### config.mk
export PLATFORM = sky130hd
export DESIGN_NAME = sdram_host_queue
export DESIGN_NICKNAME = d
export VERILOG_FILES = /design/src/rtl/sdram_host_pkg.sv /design/src/rtl/sdram_host_fifo.sv /design/src/rtl/sdram_host_queue.sv
export SDC_FILE = /design/constraint.sdc
export NUM_CORES = 1
export LEC_CHECK = 0
export ABC_CLOCK_PERIOD_IN_PS = 5800
export BUFFER_PORTS_ARGS = -buffer_cell sky130_fd_sc_hd__buf_2
export CAP_MARGIN = 25
export CELL_PAD_IN_SITES_DETAIL_PLACEMENT = 1
export CELL_PAD_IN_SITES_GLOBAL_PLACEMENT = 1
export CORE_AREA = 2 2 105 184
export DETAILED_ROUTE_END_ITERATION = 8
export DIE_AREA = 0 0 107 186
export PLACE_DENSITY_LB_ADDON = 0.05
export SYNTH_ARGS = -nofsm -noshare
export SYNTH_HDL_FRONTEND = slang
export SYNTH_HIERARCHICAL = 1
export SYNTH_SLANG_ARGS = --single-unit
### constraint.sdc
create_clock -name clk -period 5.8 [get_ports clk]
set_input_delay 0.87 -clock clk [delete_from_list [all_inputs] [get_ports clk]]
set_output_delay 0.87 -clock clk [all_outputs]
set_load 0.01 [all_outputs]
### src/rtl/sdram_host_pkg.sv
// Shared definitions for the SDRAM host request queue: default widths,
// FSM state encoding and the request-entry layout.
package sdram_host_pkg;

  localparam int ADDR_W_DEF      = 24;
  localparam int DATA_W_DEF      = 16;
  localparam int DEPTH_DEF       = 4;
  localparam int ACK_TIMEOUT_DEF = 15;

  typedef logic [1:0] state_t;

  localparam state_t ST_IDLE      = 2'd0;
  localparam state_t ST_ISSUE     = 2'd1;
  localparam state_t ST_WAIT_DONE = 2'd2;
  localparam state_t ST_WAIT_RD   = 2'd3;

  // Entry layout at default widths; the FIFO stores it flattened as
  // {write, addr, wdata} so non-default widths pack the same way.
  typedef struct packed {
    logic                  write;
    logic [ADDR_W_DEF-1:0] addr;
    logic [DATA_W_DEF-1:0] wdata;
  } req_entry_t;

endpackage

### src/rtl/sdram_host_fifo.sv
// Small synchronous FIFO for host requests; DEPTH must be a power of two so
// the pointers wrap naturally.
module sdram_host_fifo #(
  parameter  int W     = 41,
  parameter  int DEPTH = 4,
  localparam int PTR_W = $clog2(DEPTH),
  localparam int CNT_W = PTR_W + 1
) (
  input  logic             clk,
  input  logic             rst,
  input  logic             push,
  input  logic [W-1:0]     push_data,
  input  logic             pop,
  output logic [W-1:0]     pop_data,
  output logic             empty,
  output logic [CNT_W-1:0] count
);

  logic [W-1:0]     mem_q [DEPTH];
  logic [PTR_W-1:0] wr_ptr_q, wr_ptr_d;
  logic [PTR_W-1:0] rd_ptr_q, rd_ptr_d;
  logic [CNT_W-1:0] count_q, count_d;
  logic             full, do_push, do_pop;

  assign full     = (count_q == CNT_W'(DEPTH));
  assign empty    = (count_q == '0);
  assign count    = count_q;
  assign pop_data = mem_q[rd_ptr_q];
  assign do_push  = push && !full;
  assign do_pop   = pop && !empty;

  always_comb begin
    wr_ptr_d = wr_ptr_q;
    rd_ptr_d = rd_ptr_q;
    if (do_push) wr_ptr_d = wr_ptr_q + PTR_W'(1);
    if (do_pop)  rd_ptr_d = rd_ptr_q + PTR_W'(1);
    count_d = count_q + CNT_W'(do_push) - CNT_W'(do_pop);
  end

  always_ff @(posedge clk) begin
    if (rst) begin
      wr_ptr_q <= '0;
      rd_ptr_q <= '0;
      count_q  <= '0;
    end else begin
      wr_ptr_q <= wr_ptr_d;
      rd_ptr_q <= rd_ptr_d;
      count_q  <= count_d;
    end
  end

  always_ff @(posedge clk) begin
    if (do_push) mem_q[wr_ptr_q] <= push_data;
  end

endmodule

### src/rtl/sdram_host_queue.sv
// Buffers host read/write requests and issues them one at a time to the
// SDRAM controller, pacing on its busy flag and returning read data.
//
// state     | meaning
// IDLE      | wait for a queued request and an idle controller, then pop
// ISSUE     | hold the enable until busy rises or the ack timer expires
// WAIT_DONE | controller working; wait for busy to fall
// WAIT_RD   | wait for rd_ready, then strobe the response
module sdram_host_queue
  import sdram_host_pkg::*;
#(
  parameter int ADDR_W      = ADDR_W_DEF,
  parameter int DATA_W      = DATA_W_DEF,
  parameter int DEPTH       = DEPTH_DEF,
  parameter int ACK_TIMEOUT = ACK_TIMEOUT_DEF
) (
  input  logic              clk,
  input  logic              rst,
  input  logic              req_valid,
  output logic              req_ready,
  input  logic              req_write,
  input  logic [ADDR_W-1:0] req_addr,
  input  logic [DATA_W-1:0] req_wdata,
  output logic              resp_valid,
  output logic [DATA_W-1:0] resp_rdata,
  output logic              err_timeout,
  output logic [ADDR_W-1:0] ctl_wr_addr,
  output logic [DATA_W-1:0] ctl_wr_data,
  output logic              ctl_wr_enable,
  output logic [ADDR_W-1:0] ctl_rd_addr,
  output logic              ctl_rd_enable,
  input  logic [DATA_W-1:0] ctl_rd_data,
  input  logic              ctl_rd_ready,
  input  logic              ctl_busy
);

  localparam int ENTRY_W = 1 + ADDR_W + DATA_W;
  localparam int CNT_W   = $clog2(DEPTH) + 1;
  localparam int TMR_W   = $clog2(ACK_TIMEOUT + 1);

  logic [ENTRY_W-1:0] head;
  logic [CNT_W-1:0]   fifo_count;
  logic               fifo_empty, fifo_pop;

  state_t             state_q, state_d;
  logic               cmd_write_q, cmd_write_d;
  logic [ADDR_W-1:0]  cmd_addr_q, cmd_addr_d;
  logic [DATA_W-1:0]  cmd_wdata_q, cmd_wdata_d;
  logic               wr_en_q, wr_en_d, rd_en_q, rd_en_d;
  logic [TMR_W-1:0]   timer_q, timer_d;
  logic               err_q, err_d;
  logic               resp_valid_q, resp_valid_d;
  logic [DATA_W-1:0]  resp_rdata_q, resp_rdata_d;

  // Held low during reset so nothing is accepted while the queue is cleared.
  assign req_ready = !rst && (fifo_count != CNT_W'(DEPTH));

  sdram_host_fifo #(.W(ENTRY_W), .DEPTH(DEPTH)) u_fifo (
    .clk       (clk),
    .rst       (rst),
    .push      (req_valid && req_ready),
    .push_data ({req_write, req_addr, req_wdata}),
    .pop       (fifo_pop),
    .pop_data  (head),
    .empty     (fifo_empty),
    .count     (fifo_count)
  );

  always_comb begin
    state_d      = state_q;
    cmd_write_d  = cmd_write_q;
    cmd_addr_d   = cmd_addr_q;
    cmd_wdata_d  = cmd_wdata_q;
    wr_en_d      = wr_en_q;
    rd_en_d      = rd_en_q;
    timer_d      = timer_q;
    err_d        = err_q;
    resp_valid_d = 1'b0;
    resp_rdata_d = resp_rdata_q;
    fifo_pop     = 1'b0;
    case (state_q)
      ST_IDLE: begin
        if (!fifo_empty && !ctl_busy) begin
          fifo_pop    = 1'b1;
          cmd_write_d = head[ENTRY_W-1];
          cmd_addr_d  = head[DATA_W +: ADDR_W];
          cmd_wdata_d = head[DATA_W-1:0];
          wr_en_d     = head[ENTRY_W-1];
          rd_en_d     = !head[ENTRY_W-1];
          timer_d     = TMR_W'(ACK_TIMEOUT - 1);
          state_d     = ST_ISSUE;
        end
      end
      ST_ISSUE: begin
        if (ctl_busy) begin
          wr_en_d = 1'b0;
          rd_en_d = 1'b0;
          state_d = cmd_write_q ? ST_WAIT_DONE : ST_WAIT_RD;
        end else if (timer_q == '0) begin
          // Never acknowledged: the command is abandoned without a response.
          err_d   = 1'b1;
          wr_en_d = 1'b0;
          rd_en_d = 1'b0;
          state_d = ST_IDLE;
        end else begin
          timer_d = timer_q - TMR_W'(1);
        end
      end
      ST_WAIT_DONE: begin
        if (!ctl_busy) state_d = ST_IDLE;
      end
      ST_WAIT_RD: begin
        if (ctl_rd_ready) begin
          resp_valid_d = 1'b1;
          resp_rdata_d = ctl_rd_data;
          state_d      = ctl_busy ? ST_WAIT_DONE : ST_IDLE;
        end
      end
      default: state_d = ST_IDLE;
    endcase
  end

  always_ff @(posedge clk) begin
    if (rst) begin
      state_q      <= ST_IDLE;
      cmd_write_q  <= 1'b0;
      cmd_addr_q   <= '0;
      cmd_wdata_q  <= '0;
      wr_en_q      <= 1'b0;
      rd_en_q      <= 1'b0;
      timer_q      <= '0;
      err_q        <= 1'b0;
      resp_valid_q <= 1'b0;
      resp_rdata_q <= '0;
    end else begin
      state_q      <= state_d;
      cmd_write_q  <= cmd_write_d;
      cmd_addr_q   <= cmd_addr_d;
      cmd_wdata_q  <= cmd_wdata_d;
      wr_en_q      <= wr_en_d;
      rd_en_q      <= rd_en_d;
      timer_q      <= timer_d;
      err_q        <= err_d;
      resp_valid_q <= resp_valid_d;
      resp_rdata_q <= resp_rdata_d;
    end
  end

  assign ctl_wr_addr   = cmd_addr_q;
  assign ctl_rd_addr   = cmd_addr_q;
  assign ctl_wr_data   = cmd_wdata_q;
  assign ctl_wr_enable = wr_en_q;
  assign ctl_rd_enable = rd_en_q;
  assign err_timeout   = err_q;
  assign resp_valid    = resp_valid_q;
  assign resp_rdata    = resp_rdata_q;

endmodule
==> results of run 1 <==
==> power breakdown <==
group          switching, mW  internal (mW)
sequential             0.131           1.98
combinational          0.398          0.314
clock                  0.597          0.806
total                   1.13           3.10
==> routing by layer <==
layer / GRT usage, % / vias to the layer above
met5: 0 / -
li1: - / 2387
met4: 6.08 / 0
met3: 2.45 / 34
met1: 22.4 / 2633
met2: 37.6 / 149
==> critical path: stages, from the launching register on <==
cell     delay, ns
dfxtp_1       0.45
nor3_1        0.13
or4_4         0.70
inv_2         0.11
buf_4         0.46
o31ai_1       0.23
inv_1         0.11
ha_1          0.14
inv_1         0.05
ha_1          0.19
fa_1          0.39
xnor2_1       0.21
xnor2_1       0.16
nor2_1        0.06
==> layout by cell type (no fill, tap or decap), types with 4 or more instances in the layout <==
master | Yosys | final
buf_2 | 9 | 146
dfxtp_1 | 76 | 74
nand2_1 | 118 | 118
clkbuf_8 | 0 | 6
clkbuf_16 | 0 | 23
nor2b_1 | 5 | 5
edfxtp_1 | 164 | 164
a21oi_1 | 64 | 64
ha_1 | 7 | 7
mux4_2 | 40 | 40
clkbuf_1 | 15 | 6
and2_2 | 0 | 4
buf_12 | 4 | 5
nor2_1 | 12 | 12
inv_1 | 12 | 12
o21ai_0 | 4 | 4
==> final cells by class <==
type	instances	area share, %
repair buffers	153	8.04
well taps	238	2.83
flip-flops and latches	240	61.3
clock inverters	4	0.167
multi-input cells	287	20.6
inverters	13	0.464
clock buffers	36	6.52
==> path summary, 6_finish.rpt <==
check,endpoint,from
max reg2reg,u_fifo/count[2],u_fifo/count[1]
min reg2reg,resp_rdata[15],resp_rdata[15]
max,u_fifo/count[2],u_fifo/count[1]
min,resp_rdata[15],resp_rdata[15]
==> stage by stage <==
stage                     instance area [µm²]  util, %
after floorplan                          9060        -
after global placement                   9710     52.7
after detailed placement                 9810     53.3
after CTS                               10500     57.1
after global routing                    10500     57.1
final                                   10500     57.1
==> state kept, by name, indices dropped and copies added (netlist names), named ones only <==
name             count
u_fifo/count         3
err_timeout          1
cmd_write_q          1
u_fifo/rd_ptr_q      2
u_fifo/mem_q       164
state_q              2
ctl_wr_data         16
resp_valid           1
timer_q              4
ctl_rd_addr         24
u_fifo/wr_ptr_q      2
resp_rdata          16
ctl_rd_enable        1
ctl_wr_enable        1
==> cells by family (layout without fill, tap and decap cells) <==
logic type | after synthesis | after routing | share of synthesized area, %
compound gates | 77 | 77 | 4.60
xor+xnor | 3 | 3 | 0.290
fa+ha+maj | 8 | 8 | 1.19
buf+inv | 69 | 206 | 4.94
flops | 240 | 240 | 71.2
mux | 44 | 44 | 10.6
simple gates | 155 | 155 | 7.22
==> cell usage after synthesis (4+ instances only) <==
cell type,count,area share [%]
buf_4,24,2.0
o21ai_0,4,0.22
inv_1,12,0.50
buf_2,9,0.50
clkbuf_1,15,0.62
dfxtp_1,76,17
nor2b_1,5,0.35
and2_1,5,0.35
nand2_1,118,4.9
buf_12,4,0.88
a21oi_1,64,3.5
ha_1,7,0.97
mux4_2,40,9.9
edfxtp_1,164,54
nor2_1,12,0.50
==> impl_metrics.ini, run 1 <==
[pwr]
leakagePower_nw = 3.81
p_per_area_nw_per_um2 = 402
power_mw = 4.23
vdd_drop_max_mv = 0.307

[final_layout]
antennaDiodeCount = 0
area_delta_synth_final_pct = 16.1
fillers = 1807
stdcell_count = 971
layout.area.seq_um2 = 6450
final_layout_size_suffix_gt1_share_pct = 32.3
fin_nets = 787
multiInputGateArea_um2 = 2170

[sta]
clock.fmax_ghz = 0.281
finalSetupTns_ns = 0
timing.final.hold_violations = 0
holdWs_ns = 0.452
worst_slew_pin_slew_ns = 0.872
setup_viol = 0
timing.final.ws_setup_ns = 2.24
slew_headroom_pct = 41.9
timing.final.crit_share_pct = 61.3
maxSlewViolCount = 0
final.setup_skew_ns = 0.0104
fin_crit_ns = 3.56
grt_setup_unrepaired = no

[synthesis]
synth_flop_cell = edfxtp_1
synth-seq-cells = 240
ys_seq_area_share_pct = 71.2
syn-num-nets = 666
async_flop_share_pct = 0
synth_area_per_cell_um2 = 15.2
synth-edff-count = 164
yosys_warnings = 6
synth.distinct_cells = 42
synthesis.area_um2 = 9060
syn_inst = 596

[clocking]
cts.htree.levels = 1
cts_setup_buffers = 0
tritoncts = yes
worstSkewPairLatency_ns = 0.51
clock_sinks = 240
path_clk_slew_ns = 0.06
clock_path_buffers = 3
cts-root-buf = clkbuf_16
cts_made_buffers = 22
cts_resized = 0
cts_hold_buf = 0

[worst_hold_path]
hold_depth = 2
hold_path.class = reg -> reg

[critical_path]
r2r_cells = 13
cp-end-kind = register
cp.required_ns = 6.16
cp-start-kind = register
cp_max_fo = 44
reg2reg_slack_ns = 2.24
arrival_ns = 3.91
critPathKind = reg -> reg

[placement]
dp_worst_setup_slack_ns = 1.75
gp_congestion = 0.724
io_buffers = 146
dp_cells = 931
dp_hpwl_mm = 12.1

[floorplanning]
core_um2 = 18400
io_pins = 147
fp.dieW_um = 107
die_h_um = 186
initial_core_util_pct = 49.2
fp-row-count = 66
dieArea_um2 = 19900

[drt]
drt_wl_total_mm = 19.1
antenna_left = 0
wl_met3_um = 770
viasPerCell = 5.36
dr_wl_met2_mm = 10.6
wl_met1_mm = 7.27
dr.pass1.iters = 5
num_vias = 5203
top_layer_used = met4
drc = 0
wl_per_cell_um = 19.7
drt_iter0_drc = 226

[global_route]
antenna_found_initial = 0
grt_pass1_vias = 5553
grt_pass1_wl_mm = 29.7
grt_usage_pct = 19.6
grt_overflow_total = 0
grt_max_degree = 80

[status]
status = complete, no violations

[job]
drv_cap = 0
Power figures use the tool's default switching activity.
==> inputs of run 2 (changes only) <==
--- a/config.mk
+++ b/config.mk
@@ -5,14 +5,15 @@
 export SDC_FILE = /design/constraint.sdc
 export NUM_CORES = 1
 export LEC_CHECK = 0
-export ABC_CLOCK_PERIOD_IN_PS = 5800
+export ABC_AREA = 1
+export ABC_CLOCK_PERIOD_IN_PS = 3670
 export BUFFER_PORTS_ARGS = -buffer_cell sky130_fd_sc_hd__buf_2
 export CAP_MARGIN = 25
 export CELL_PAD_IN_SITES_DETAIL_PLACEMENT = 1
 export CELL_PAD_IN_SITES_GLOBAL_PLACEMENT = 1
-export CORE_AREA = 2 2 105 184
+export CORE_AREA = 2 2 113 197
 export DETAILED_ROUTE_END_ITERATION = 8
-export DIE_AREA = 0 0 107 186
+export DIE_AREA = 0 0 115 199
 export PLACE_DENSITY_LB_ADDON = 0.05
 export SYNTH_ARGS = -nofsm -noshare
 export SYNTH_HDL_FRONTEND = slang
==> constraint.sdc (replaced) <==
create_clock -name clk -period 3.67 [get_ports clk]
set_input_delay 0.5505 -clock clk [delete_from_list [all_inputs] [get_ports clk]]
set_output_delay 0.5505 -clock clk [all_outputs]
set_load 0.01 [all_outputs]
==> impl_metrics.ini, run 2 <==
[drt]
wl_per_cell_um = 18.6
viasPerCell = 5.30
dr.pass1.iters = 4
antenna_left = 0
drt_wl_total_mm = 22.3
num_vias = 6339
drc = 0
drt_iter0_drc = 296

[critical_path]
cp.required_ns = 4.11
arrival_ns = 2.89
worstReg2RegStart = u_fifo/count[1]
reg2reg_slack_ns = 1.22
cp-start-kind = register
r2r_cells = 11
r2r-end = u_fifo/count[2]
cp-end-kind = register
critPathKind = reg -> reg
cp_max_fo = 5

[floorplanning]
fp.dieW_um = 115
fp-row-count = 71
dieArea_um2 = 22900
io_pins = 147
die_h_um = 199
initial_core_util_pct = 43.3
core_um2 = 21300

[sta]
clock.fmax_ghz = 0.408
maxSlewViolCount = 0
holdWs_ns = 0.266
final.setup_skew_ns = 0.00813
finalSetupTns_ns = 0
worst_slew_pin_slew_ns = 0.971
fin_crit_ns = 2.45
setup_viol = 0
timing.final.hold_violations = 0
timing.final.crit_share_pct = 66.8
grt_setup_unrepaired = no
slew_headroom_pct = 35.2

[final_layout]
final_layout_size_suffix_gt1_share_pct = 22.2
largest-register = u_fifo/mem_q
fin_nets = 996
layout_commonest_cell = nor2_1
antennaDiodeCount = 0
largest_reg_flops = 164
layout_common_cells = nor2_1, edfxtp_1, buf_2, o21ai_0, dfxtp_1
area_delta_synth_final_pct = 16.4

[synthesis]
synthesis.area_um2 = 9230
synth-adder-area-share_pct = 1.17
synth_top_family_by_area = compound AO/OA/AOI/OAI gates
yosys_warnings = 6
async_flop_share_pct = 0
ys_seq_area_share_pct = 69.8
synth_compound_area_share_pct = 12.1
synth-edff-count = 164
synth-seq-cells = 240
synth_flop_cell = edfxtp_1
synthMuxAreaShare_pct = 0
yosysTopAreaCellShare_pct = 53.3
synth.distinct_cells = 27
syn-num-nets = 881
synth.most_common_cell = nor2_1
synth.top_cells.by_count = nor2_1, edfxtp_1, o21ai_0
syn_inst = 811
synthXorXnorAreaFrac_pct = 0.0949
synth_area_leaders = edfxtp_1, dfxtp_1, nor2_1
synth_top_area_cell = edfxtp_1
synthSimpleGateAreaFrac_pct = 10.0
synth_area_per_cell_um2 = 11.4

[clocking]
worstSkewPairLatency_ns = 0.50
cts_hold_buf = 0
cts_made_buffers = 23
clock_sinks = 240
cts-root-buf = clkbuf_16
clock_path_buffers = 3
tritoncts = yes
cts_resized = 0
path_clk_slew_ns = 0.07
cts_setup_buffers = 0
cts.htree.levels = 1

[placement]
gp_congestion = 0.758
io_buffers = 146
dp_hpwl_mm = 13.5

[job]
drv_cap = 0

[worst_hold_path]
hold_start = req_wdata[8]
holdPathEnd = u_fifo/mem_q[1][8]
hold_path.class = in -> reg
hold_depth = 1

[pwr]
vdd_drop_max_mv = 0.476
p_per_area_nw_per_um2 = 711
leakagePower_nw = 4.14

[global_route]
antenna_found_initial = 1
grt_usage_pct = 19.9
grt_max_degree = 83
grt_pass1_vias = 6876
grt_pass1_wl_mm = 35.7
grt_overflow_total = 0

[status]
status = complete, no violations
==> run 2: cell count changes after synthesis, sizes merged, moves of 3 or more <==
cell | previous run | this run
buf | 41 | 61
nand2 | 118 | 31
mux4 | 41 | 0
nor2b | 5 | 0
a21oi | 64 | 30
and2 | 5 | 1
nand2b | 3 | 0
o21ai | 4 | 140
clkbuf | 15 | 6
o22ai | 1 | 41
inv | 13 | 47
nor2 | 12 | 191
nand3 | 1 | 11
==> run 2: how the worst max path moves through the flow <==
stage                                from            endpoint  slack (ns)  depth (start not counted)
after floorplan                       rst  u_fifo/mem_q[0][0]        0.17                          5
final                     u_fifo/count[1]     u_fifo/count[2]        1.22                         11
after global placement                rst     u_fifo/count[2]        1.01                         10
after detailed placement              rst     u_fifo/count[2]        0.89                         11
after CTS                 u_fifo/count[1]     u_fifo/count[2]        1.18                         11
after global routing      u_fifo/count[1]     u_fifo/count[2]        0.99                         11
==> run 2: critical path: stages, from the launching register on <==
cell,delay (ns)
dfxtp_1,0.40
nor2_1,0.07
a21oi_1,0.14
and2_1,0.23
nand2_1,0.28
ha_1,0.39
inv_1,0.04
ha_1,0.19
fa_1,0.40
nand3_1,0.10
nand2_1,0.05
nor2_1,0.10
==> run 2: power breakdown <==
part           internal, mW  total [mW]  switching [mW]
registers              3.27        3.47           0.201
clock network          1.45        2.43           0.975
logic                 0.600        1.74            1.14
==> run 2: cell families after synthesis <==
family,Yosys count
flops,240
simple gates,236
compound gates,212
fa+ha+maj,8
xor+xnor,1
buf+inv,114
==> run 2: stage by stage <==
| stage | util [%] | setup WS, ns | cells | total power [mW] | area [µm²] |
|---|---|---|---|---|---|
| 6_report | 50.4 | 1.22 | 1197 | 7.64 | 10700 |
| 5_1_grt | 50.4 | 0.995 | 1197 | 8.10 | 10700 |
| 4_1_cts | 50.2 | 1.18 | 1195 | 7.77 | 10700 |
| 3_5_place_dp | 46.6 | 0.893 | 1154 | 5.31 | 9930 |
| 3_3_place_gp | 46.6 | 1.01 | 1154 | 5.19 | 9930 |
| 2_1_floorplan | - | 0.174 | 811 | 4.78 | 9230 |
==> run 2: final cells by class <==
cell class / instances / area [µm²]
Fill cell: 2312 / 10600
Sequential cell: 240 / 6450
Multi-Input combinational cell: 457 / 2180
Timing Repair Buffer: 157 / 833
Clock buffer: 26 / 597
Tap cell: 255 / 319
Clock inverter: 15 / 184
Inverter: 47 / 176
==> run 2: layer usage <==
| metal | GRT usage [%] | vias up | share of wire (%) |
|---|---|---|---|
| met1 | 22.6 | 3147 | 40 |
| met2 | 38.5 | 142 | 55 |
| met4 | 5.62 | 2 | 2.1 |
| li1 | - | 3015 | - |
| met5 | 0 | - | 0.058 |
| met3 | 2.50 | 33 | 3.5 |
